`src/rtl/multicycle_controller.sv`:
```
// Control FSM for the multicycle MIPS datapath: sequences fetch/decode/execute
// steps, drives every datapath strobe and takes interrupts at instruction boundaries.
module multicycle_controller #(
    parameter logic [31:0] RESET_PC_VECTOR = 32'h0
) (
    input  logic       clk,
    input  logic       rstN,
    input  logic [5:0] op,
    input  logic [5:0] funct,
    input  logic       irq,
    output logic [1:0] aluControl,
    output logic [1:0] aluSrcA,
    output logic [1:0] aluSrcB,
    output logic [1:0] pcSource,
    output logic [1:0] regWrite,
    output logic [1:0] regDst,
    output logic [1:0] memToReg,
    output logic       isBranch,
    output logic       pcWrite,
    output logic       lorD,
    output logic       memWrite,
    output logic       IrWrite,
    output logic       isInterrupted,
    output logic       irqAck,
    output logic       illegalOp,
    output logic [3:0] stateOut
);
    typedef enum logic [3:0] {
        FETCH = 4'd0, DECODE = 4'd1, MEMADR = 4'd2, MEMREAD = 4'd3, MEMWB = 4'd4,
        MEMWRITE = 4'd5, EXECUTE = 4'd6, ALUWB = 4'd7, BRANCH = 4'd8,
        ADDIEXEC = 4'd9, ADDIWB = 4'd10, JUMP = 4'd11, JAL = 4'd12, INTR = 4'd13
    } state_t;

    typedef struct packed {
        logic [1:0] aluControl;
        logic [1:0] aluSrcA;
        logic [1:0] aluSrcB;
        logic [1:0] pcSource;
        logic [1:0] regWrite;
        logic [1:0] regDst;
        logic [1:0] memToReg;
        logic       isBranch;
        logic       pcWrite;
        logic       lorD;
        logic       memWrite;
        logic       IrWrite;
        logic       isInterrupted;
        logic       irqAck;
    } ctrl_t;

    localparam logic [5:0] OP_RTYPE = 6'h00, OP_LW = 6'h23, OP_SW = 6'h2b, OP_BEQ = 6'h04;
    localparam logic [5:0] OP_ADDI = 6'h08, OP_J = 6'h02, OP_JAL = 6'h03;

    // The vector is only reachable through pcSource=11, which the datapath hardwires to zero.
    if (RESET_PC_VECTOR != 32'h0) begin : gVectorCheck
        $error("multicycle_controller: RESET_PC_VECTOR must be 0");
    end

    state_t state;
    ctrl_t  ctrl;
    logic   inService;

    function automatic logic functOk(input logic [5:0] f);
        return f == 6'h20 || f == 6'h22 || f == 6'h24 || f == 6'h25;
    endfunction

    function automatic logic legalInstr(input logic [5:0] o, input logic [5:0] f);
        case (o)
            OP_RTYPE:                                      return functOk(f);
            OP_LW, OP_SW, OP_BEQ, OP_ADDI, OP_J, OP_JAL:   return 1'b1;
            default:                                       return 1'b0;
        endcase
    endfunction

    function automatic state_t nextStateFor(input state_t s, input logic [5:0] o,
                                            input logic [5:0] f, input logic rq,
                                            input logic svc);
        state_t endNext;
        endNext = (rq && !svc) ? INTR : FETCH;
        case (s)
            FETCH:    return DECODE;
            DECODE: begin
                if (!legalInstr(o, f)) return endNext;
                case (o)
                    OP_RTYPE:     return EXECUTE;
                    OP_LW, OP_SW: return MEMADR;
                    OP_BEQ:       return BRANCH;
                    OP_ADDI:      return ADDIEXEC;
                    OP_J:         return JUMP;
                    default:      return JAL;
                endcase
            end
            MEMADR:   return (o == OP_LW) ? MEMREAD : MEMWRITE;
            MEMREAD:  return MEMWB;
            EXECUTE:  return ALUWB;
            ADDIEXEC: return ADDIWB;
            default:  return endNext;
        endcase
    endfunction

    function automatic ctrl_t ctrlFor(input state_t s, input logic [5:0] f);
        ctrl_t c;
        c = '0;
        case (s)
            FETCH:    begin c.IrWrite = 1'b1; c.aluSrcB = 2'b01; c.pcWrite = 1'b1; end
            DECODE:   c.aluSrcB = 2'b11;
            MEMADR, ADDIEXEC: begin c.aluSrcA = 2'b01; c.aluSrcB = 2'b10; end
            MEMREAD:  c.lorD = 1'b1;
            MEMWB:    begin c.memToReg = 2'b01; c.regWrite = 2'b01; end
            MEMWRITE: begin c.lorD = 1'b1; c.memWrite = 1'b1; end
            EXECUTE: begin
                c.aluSrcA = 2'b01;
                case (f)
                    6'h22:   c.aluControl = 2'b01;
                    6'h24:   c.aluControl = 2'b10;
                    6'h25:   c.aluControl = 2'b11;
                    default: c.aluControl = 2'b00;
                endcase
            end
            ALUWB:    begin c.regDst = 2'b01; c.regWrite = 2'b01; end
            ADDIWB:   c.regWrite = 2'b01;
            BRANCH: begin
                c.aluSrcA = 2'b01; c.aluControl = 2'b01; c.pcSource = 2'b01; c.isBranch = 1'b1;
            end
            JUMP:     begin c.pcSource = 2'b10; c.pcWrite = 1'b1; end
            JAL: begin
                c.pcSource = 2'b10; c.pcWrite = 1'b1;
                c.regDst = 2'b10; c.memToReg = 2'b10; c.regWrite = 2'b01;
            end
            INTR: begin
                c.isInterrupted = 1'b1; c.irqAck = 1'b1;
                c.regDst = 2'b10; c.memToReg = 2'b10; c.regWrite = 2'b01;
                c.pcSource = 2'b11; c.pcWrite = 1'b1;
            end
            default: c = '0;
        endcase
        return c;
    endfunction

    // Outputs are registered from the next state so they line up with stateOut.
    always_ff @(posedge clk or negedge rstN) begin
        if (!rstN) begin
            state     <= FETCH;
            inService <= 1'b0;
            ctrl      <= ctrlFor(FETCH, 6'h00);
        end else begin
            state <= nextStateFor(state, op, funct, irq, inService);
            ctrl  <= ctrlFor(nextStateFor(state, op, funct, irq, inService), funct);
            if (nextStateFor(state, op, funct, irq, inService) == INTR) inService <= 1'b1;
            else if (!irq)                                               inService <= 1'b0;
        end
    end

    // Write strobes are gated by reset so an abort is visible without waiting for a clock.
    assign aluControl    = ctrl.aluControl;
    assign aluSrcA       = ctrl.aluSrcA;
    assign aluSrcB       = ctrl.aluSrcB;
    assign pcSource      = ctrl.pcSource;
    assign regWrite      = ctrl.regWrite & {2{rstN}};
    assign regDst        = ctrl.regDst;
    assign memToReg      = ctrl.memToReg;
    assign isBranch      = ctrl.isBranch & rstN;
    assign pcWrite       = ctrl.pcWrite & rstN;
    assign lorD          = ctrl.lorD;
    assign memWrite      = ctrl.memWrite & rstN;
    assign IrWrite       = ctrl.IrWrite & rstN;
    assign isInterrupted = ctrl.isInterrupted;
    assign irqAck        = ctrl.irqAck & rstN;
    // The IR loads on the edge leaving FETCH, so the illegal check must look at op live.
    assign illegalOp     = rstN && state == DECODE && !legalInstr(op, funct);
    assign stateOut      = state;
endmodule

```
`config.mk`:
```
export PLATFORM = sky130hd
export DESIGN_NAME = multicycle_controller
export DESIGN_NICKNAME = d
export VERILOG_FILES = /design/src/rtl/multicycle_controller.sv
export SDC_FILE = /design/constraint.sdc
export NUM_CORES = 1
export LEC_CHECK = 0
export BUFFER_PORTS_ARGS = -buffer_cell sky130_fd_sc_hd__buf_2
export CORE_ASPECT_RATIO = 0.8
export CORE_MARGIN = 2
export CORE_UTILIZATION = 40
export CTS_CLUSTER_DIAMETER = 80
export DETAILED_ROUTE_END_ITERATION = 7
export GPL_TIMING_DRIVEN = 1
export PLACE_DENSITY = 0.64
export SYNTH_ARGS = -nofsm -noshare
export SYNTH_HDL_FRONTEND = slang
export SYNTH_SLANG_ARGS = --single-unit
export TNS_END_PERCENT = 5
```
`constraint.sdc`:
```
create_clock -name clk -period 5.6 [get_ports clk]
set_input_delay 0.84 -clock clk [delete_from_list [all_inputs] [get_ports clk]]
set_output_delay 0.84 -clock clk [all_outputs]
set_load 0.01 [all_outputs]
```
# Word level (Yosys, flattened, before mapping)

Cells that the tools add are included.

Equal/unequal tests: 29
Muxes and demuxes: 26
Bitwise gates (word level): 6
Reductions and logical operators: 20

Operators with widths:

| cell                                                 | count |
|---|---|
| equality test 6 bit (second input constant)          | 6 |
| equality test 4 bit (second input constant)          | 7 |
| one-hot mux 4 bit (6 select lines)                   | 1 |
| equality test 4 x 3 -> 1 bit (second input constant) | 5 |
| one-hot mux 4 bit (5 select lines)                   | 1 |
| one-hot mux 2 bit (3 select lines)                   | 3 |
| equality test 4 x 2 -> 1 bit (second input constant) | 4 |
| equality test 6 x 2 -> 1 bit (second input constant) | 2 |
| 2-to-1 mux 1 bit                                     | 12 |
| 2-to-1 mux 4 bit                                     | 3 |
| one-hot mux 2 bit (2 select lines)                   | 3 |
| OR reduction 2 bit                                   | 5 |
| equality test 4 x 1 -> 1 bit (second input constant) | 2 |
| logical NOT 4 bit                                    | 2 |
| OR reduction 4 bit                                   | 2 |
| equality test 6 x 3 -> 1 bit (second input constant) | 1 |
| equality test 6 x 4 -> 1 bit (second input constant) | 1 |
| logical NOT 6 bit                                    | 1 |
| OR reduction 6 bit                                   | 1 |
| AND 1 bit                                            | 5 |
| OR reduction 5 bit                                   | 1 |
| logical AND 1 bit                                    | 3 |
| logical OR 1 bit                                     | 3 |
| 2-to-1 mux 3 bit                                     | 1 |
| 5 further kinds                                      | 6 |

Bits in registers: 26
Input port bits: 15
Logic and storage cells: 97

# Logic depth before layout (Yosys ltp)

Depth after elaboration: 13
Depth in mapped cells: 9
Gate-level depth less buffers: 8

# Worst setup path before layout

No wires, ideal clock.

Kind: input to output
Start point: input op[5]
End point: output illegalOp
Arrival: 1840 ps
Slack: 2920 ps
Stages: 6
Buffers on the path: 1
Cells stage by stage: clkbuf_2 nor4_2 and3_4 a31o_2 nor2_2 and3_2

Cells in the longest elaborated chain, start to end: 5

RTL lines:

| element                                           | line | RTL |
|---|---|---|
| start: declaration                                | 8    | `input logic [5:0] op,` |
| equality test 6 bit, or another cell as far along | 68   | `case (o)` |
| OR reduction 6 bit                                | 68   |  |
| one-hot mux 1 bit (2 select lines) (*)            | 68   |  |
| logical NOT 1 bit (*)                             | 170  | `assign illegalOp = rstN && state == DECODE && !legalInstr(op, funct);` |
| logical AND 1 bit (*)                             | 170  |  |
| end: declaration                                  | 25   | `output logic illegalOp,` |

Mark *: on every way between the ends. The rest lies on a longest branch, timed or not.

# Worst setup path in the final report

Start point: input funct[2]
End point: output illegalOp

Cells in the longest elaborated chain, start to end: 7

RTL lines:

| element                                | line | RTL |
|---|---|---|
| start: declaration                     | 9    | `input logic [5:0] funct,` |
| equality test 6 bit                    | 64   | `return f == 6'h20 \|\| f == 6'h22 \|\| f == 6'h24 \|\| f == 6'h25;` |
| logical OR 1 bit (2 in a row)          | 64   |  |
| logical OR 1 bit (*)                   | 64   |  |
| one-hot mux 1 bit (2 select lines) (*) | 68   |  |
| logical NOT 1 bit (*)                  | 170  |  |
| logical AND 1 bit (*)                  | 170  |  |

Marked as above.

==> results.json <==
{
  "tns_ns": 0,
  "clockBufferDepth": 2,
  "ys_seq_area_frac": 0.374,
  "grt_pass1_vias": 1081,
  "cts_resized": 0,
  "synthCells": 153,
  "mostFrequentLayoutCells": "38 x buf_2, 19 x dfrtp_1, 10 x and2_1, 10 x nand2_1, 8 x nor2_1",
  "drt-total-wl_microns": 3060,
  "maxSlewViolCount": 0,
  "fin_crit_sh": 0.526,
  "antenna_found_initial": 0,
  "rows": 19,
  "status": "complete, no violations",
  "cts_tree": "yes",
  "worst_slew_pin_slew_ns": 0.611,
  "setup_violations": 0,
  "drt_first_pass_iters": 4,
  "dieArea_sq_um": 4210,
  "fin_nets": 192,
  "htreeDepth": 1,
  "fin_util": 0.468,
  "clk_latency_ns": 0.26,
  "crit_chain": "buf_2 -> and2_1 -> a2111oi_2 -> a31o_2 -> nor2_2 -> and3_2 -> buf_2",
  "vias_per_cell": 5.47,
  "wl_per_cell_microns": 14.0,
  "ys_seq_elements": 22,
  "cts_setup_buffers": 0,
  "final_common_cell": "buf_2",
  "num_io_pins": 41,
  "synth_edf_count": 0,
  "critPathRequiredTime_ns": 4.76,
  "area_delta_synth_final_pct": 10.4,
  "drtIter0Drc": 74,
  "ys_types": 55,
  "ant_nets": 0,
  "drc": 0,
  "critPathMaxFanout": 4,
  "fill_cells": 338,
  "crit_arrival_ns": 2.10,
  "vdd_drop_max_mv": 0.259,
  "avgSynthCellArea_sq_um": 9.68,
  "fin_skew_ns": 0.00426,
  "cpMostUsedCell": "buf_2",
  "synthFlopType": "dfrtp_1",
  "fmax_mhz": 340,
  "grt_pass1_wl_microns": 5000,
  "critPathCaptureType": "output port",
  "vias": 1193,
  "core_sq_um": 3490,
  "powerDensity_nw_per_um2": 506,
  "yosys-top-cells-area": "dfrtp_1 32%, buf_4 6.6%, dfstp_2 5.3%",
  "leakagePower_uw": 0.000804,
  "finalCriticalPeriod_ns": 2.94,
  "cts_made_buffers": 3,
  "hold_viol": 0,
  "fp.dieW_microns": 72.0,
  "cts_hold_buf": 0,
  "drive_gt1_frac": 0.369,
  "clock-root-buffer": "clkbuf_8",
  "grt_start_max_net_pins": 30,
  "grt.total_usage": 0.152,
  "clk_pin_slew_ns": 0.07,
  "synth.largest_area_cell": "dfrtp_1",
  "synth_top_area_frac": 0.321,
  "crit_slowest_cell": "a2111oi_2",
  "synth_warnings": 0,
  "start_util": 0.424,
  "syn-cell-area_sq_um": 1480,
  "cts_num_sinks": 22,
  "io_buffers": 38,
  "antennaDiodeCount": 0,
  "rsz0062_at_grt": "false",
  "fp.dieH_microns": 58.4,
  "place_congestion": 0.931,
  "critPathLaunchType": "input pin",
  "postSynth.asyncResetShare": 1.00,
  "slowest_delay_ns": 0.37,
  "criticalPathCategory": "input pin to output port",
  "relSlewSlack": 0.592,
  "dpl.hpwl_microns": 2410,
  "grt_overflow_total": 0,
  "hold_class": "register to register",
  "maxCapViolCount": 0
}
cell families (layout without fill, tap and decap cells):
group | after synthesis | in the layout | synth area share
AO/OA/AOI/OAI | 31 | 31 | 0.191
AND/OR/NAND/NOR | 68 | 68 | 0.276
multiplexers | 1 | 1 | 0.00676
other | 1 | 2 | 0.00253
XOR/XNOR | 4 | 4 | 0.0237
buffers and inverters | 26 | 48 | 0.126
flip-flops | 22 | 22 | 0.374
Yosys cell counts, drive strengths merged, types with 2 or more instances:
cell and number:
buf 19, nand3 8, and2 11, nor2b 2, nor3 6, dfstp 3
o31ai 3, nand2 11, a21oi 3, nor2 9, and3 5, inv 6
a21o 2, o21ai 8, dfrtp 19, xor2 3, nand2b 3, nor4 4
nand4 3, a31oi 2, a2111oi 2
per-layer routing:
metal / up-vias / part of all wire / global-route usage
met4: 0 / 0.017 / 0.0512
li1: 575 / - / -
met3: 8 / 0.067 / 0.0445
met1: 563 / 0.45 / 0.205
met5: - / 0 / 0
met2: 47 / 0.46 / 0.237
final timing paths:
kind	start	end	slack (ns)	cells after the start
max	funct[2]	illegalOp	2.66	7
min	inService	inService	0.52	1
max reg2reg	stateOut[3]	aluSrcB[1]	3.31	7
min reg2reg	inService	inService	0.52	1
max in group asynchronous	rstN	aluSrcB[0]	4.67	1
min in group asynchronous	rstN	aluControl[0]	0.55	1
worst max-delay path: cells and delay by family:
| family | cells | cell delay [ns] |
|---|---|---|
| AOI/OAI and AO/OA | 2 | 0.60 |
| buffers and inverters | 2 | 0.24 |
| and+or+nand+nor | 3 | 0.42 |
stage by stage:
stage	hold WS [ns]	power [uW]	cell area [sq um]	instances	setup slack [ns]
after detailed placement	0.496	687	1560	214	2.65
after global placement	0.493	681	1560	214	2.66
final	0.518	828	1640	218	2.66
after floorplan	0.477	620	1490	154	2.92
after global routing	0.551	890	1640	218	2.55
after CTS	0.519	835	1640	218	2.64
flip-flops by register name (all words and copies together) (netlist names):
register and flops:
ctrl 6, stateOut 4, aluControl 2, aluSrcB 2
memToReg 2, pcSource 2, aluSrcA 1, inService 1
lorD 1, regDst 1
power by group:
part | leakage, uW | total (uW) | switching, uW | internal, uW
Sequential | 0.000284 | 288 | 63.3 | 224
Combinational | 0.000485 | 397 | 230 | 167
Clock | 0.0000357 | 144 | 48.5 | 95.4
area by class of cell:
class	instances	area [sq um]	area share
Multi-Input combinational cell	106	744	0.455
Sequential cell	22	554	0.339
Timing Repair Buffer	38	190	0.116
Tap cell	42	52.6	0.0321
Clock buffer	3	41.3	0.0252
Clock inverter	1	30.0	0.0184
Inverter	6	22.5	0.0138
Note: power is estimated with default switching activity, not from simulation.
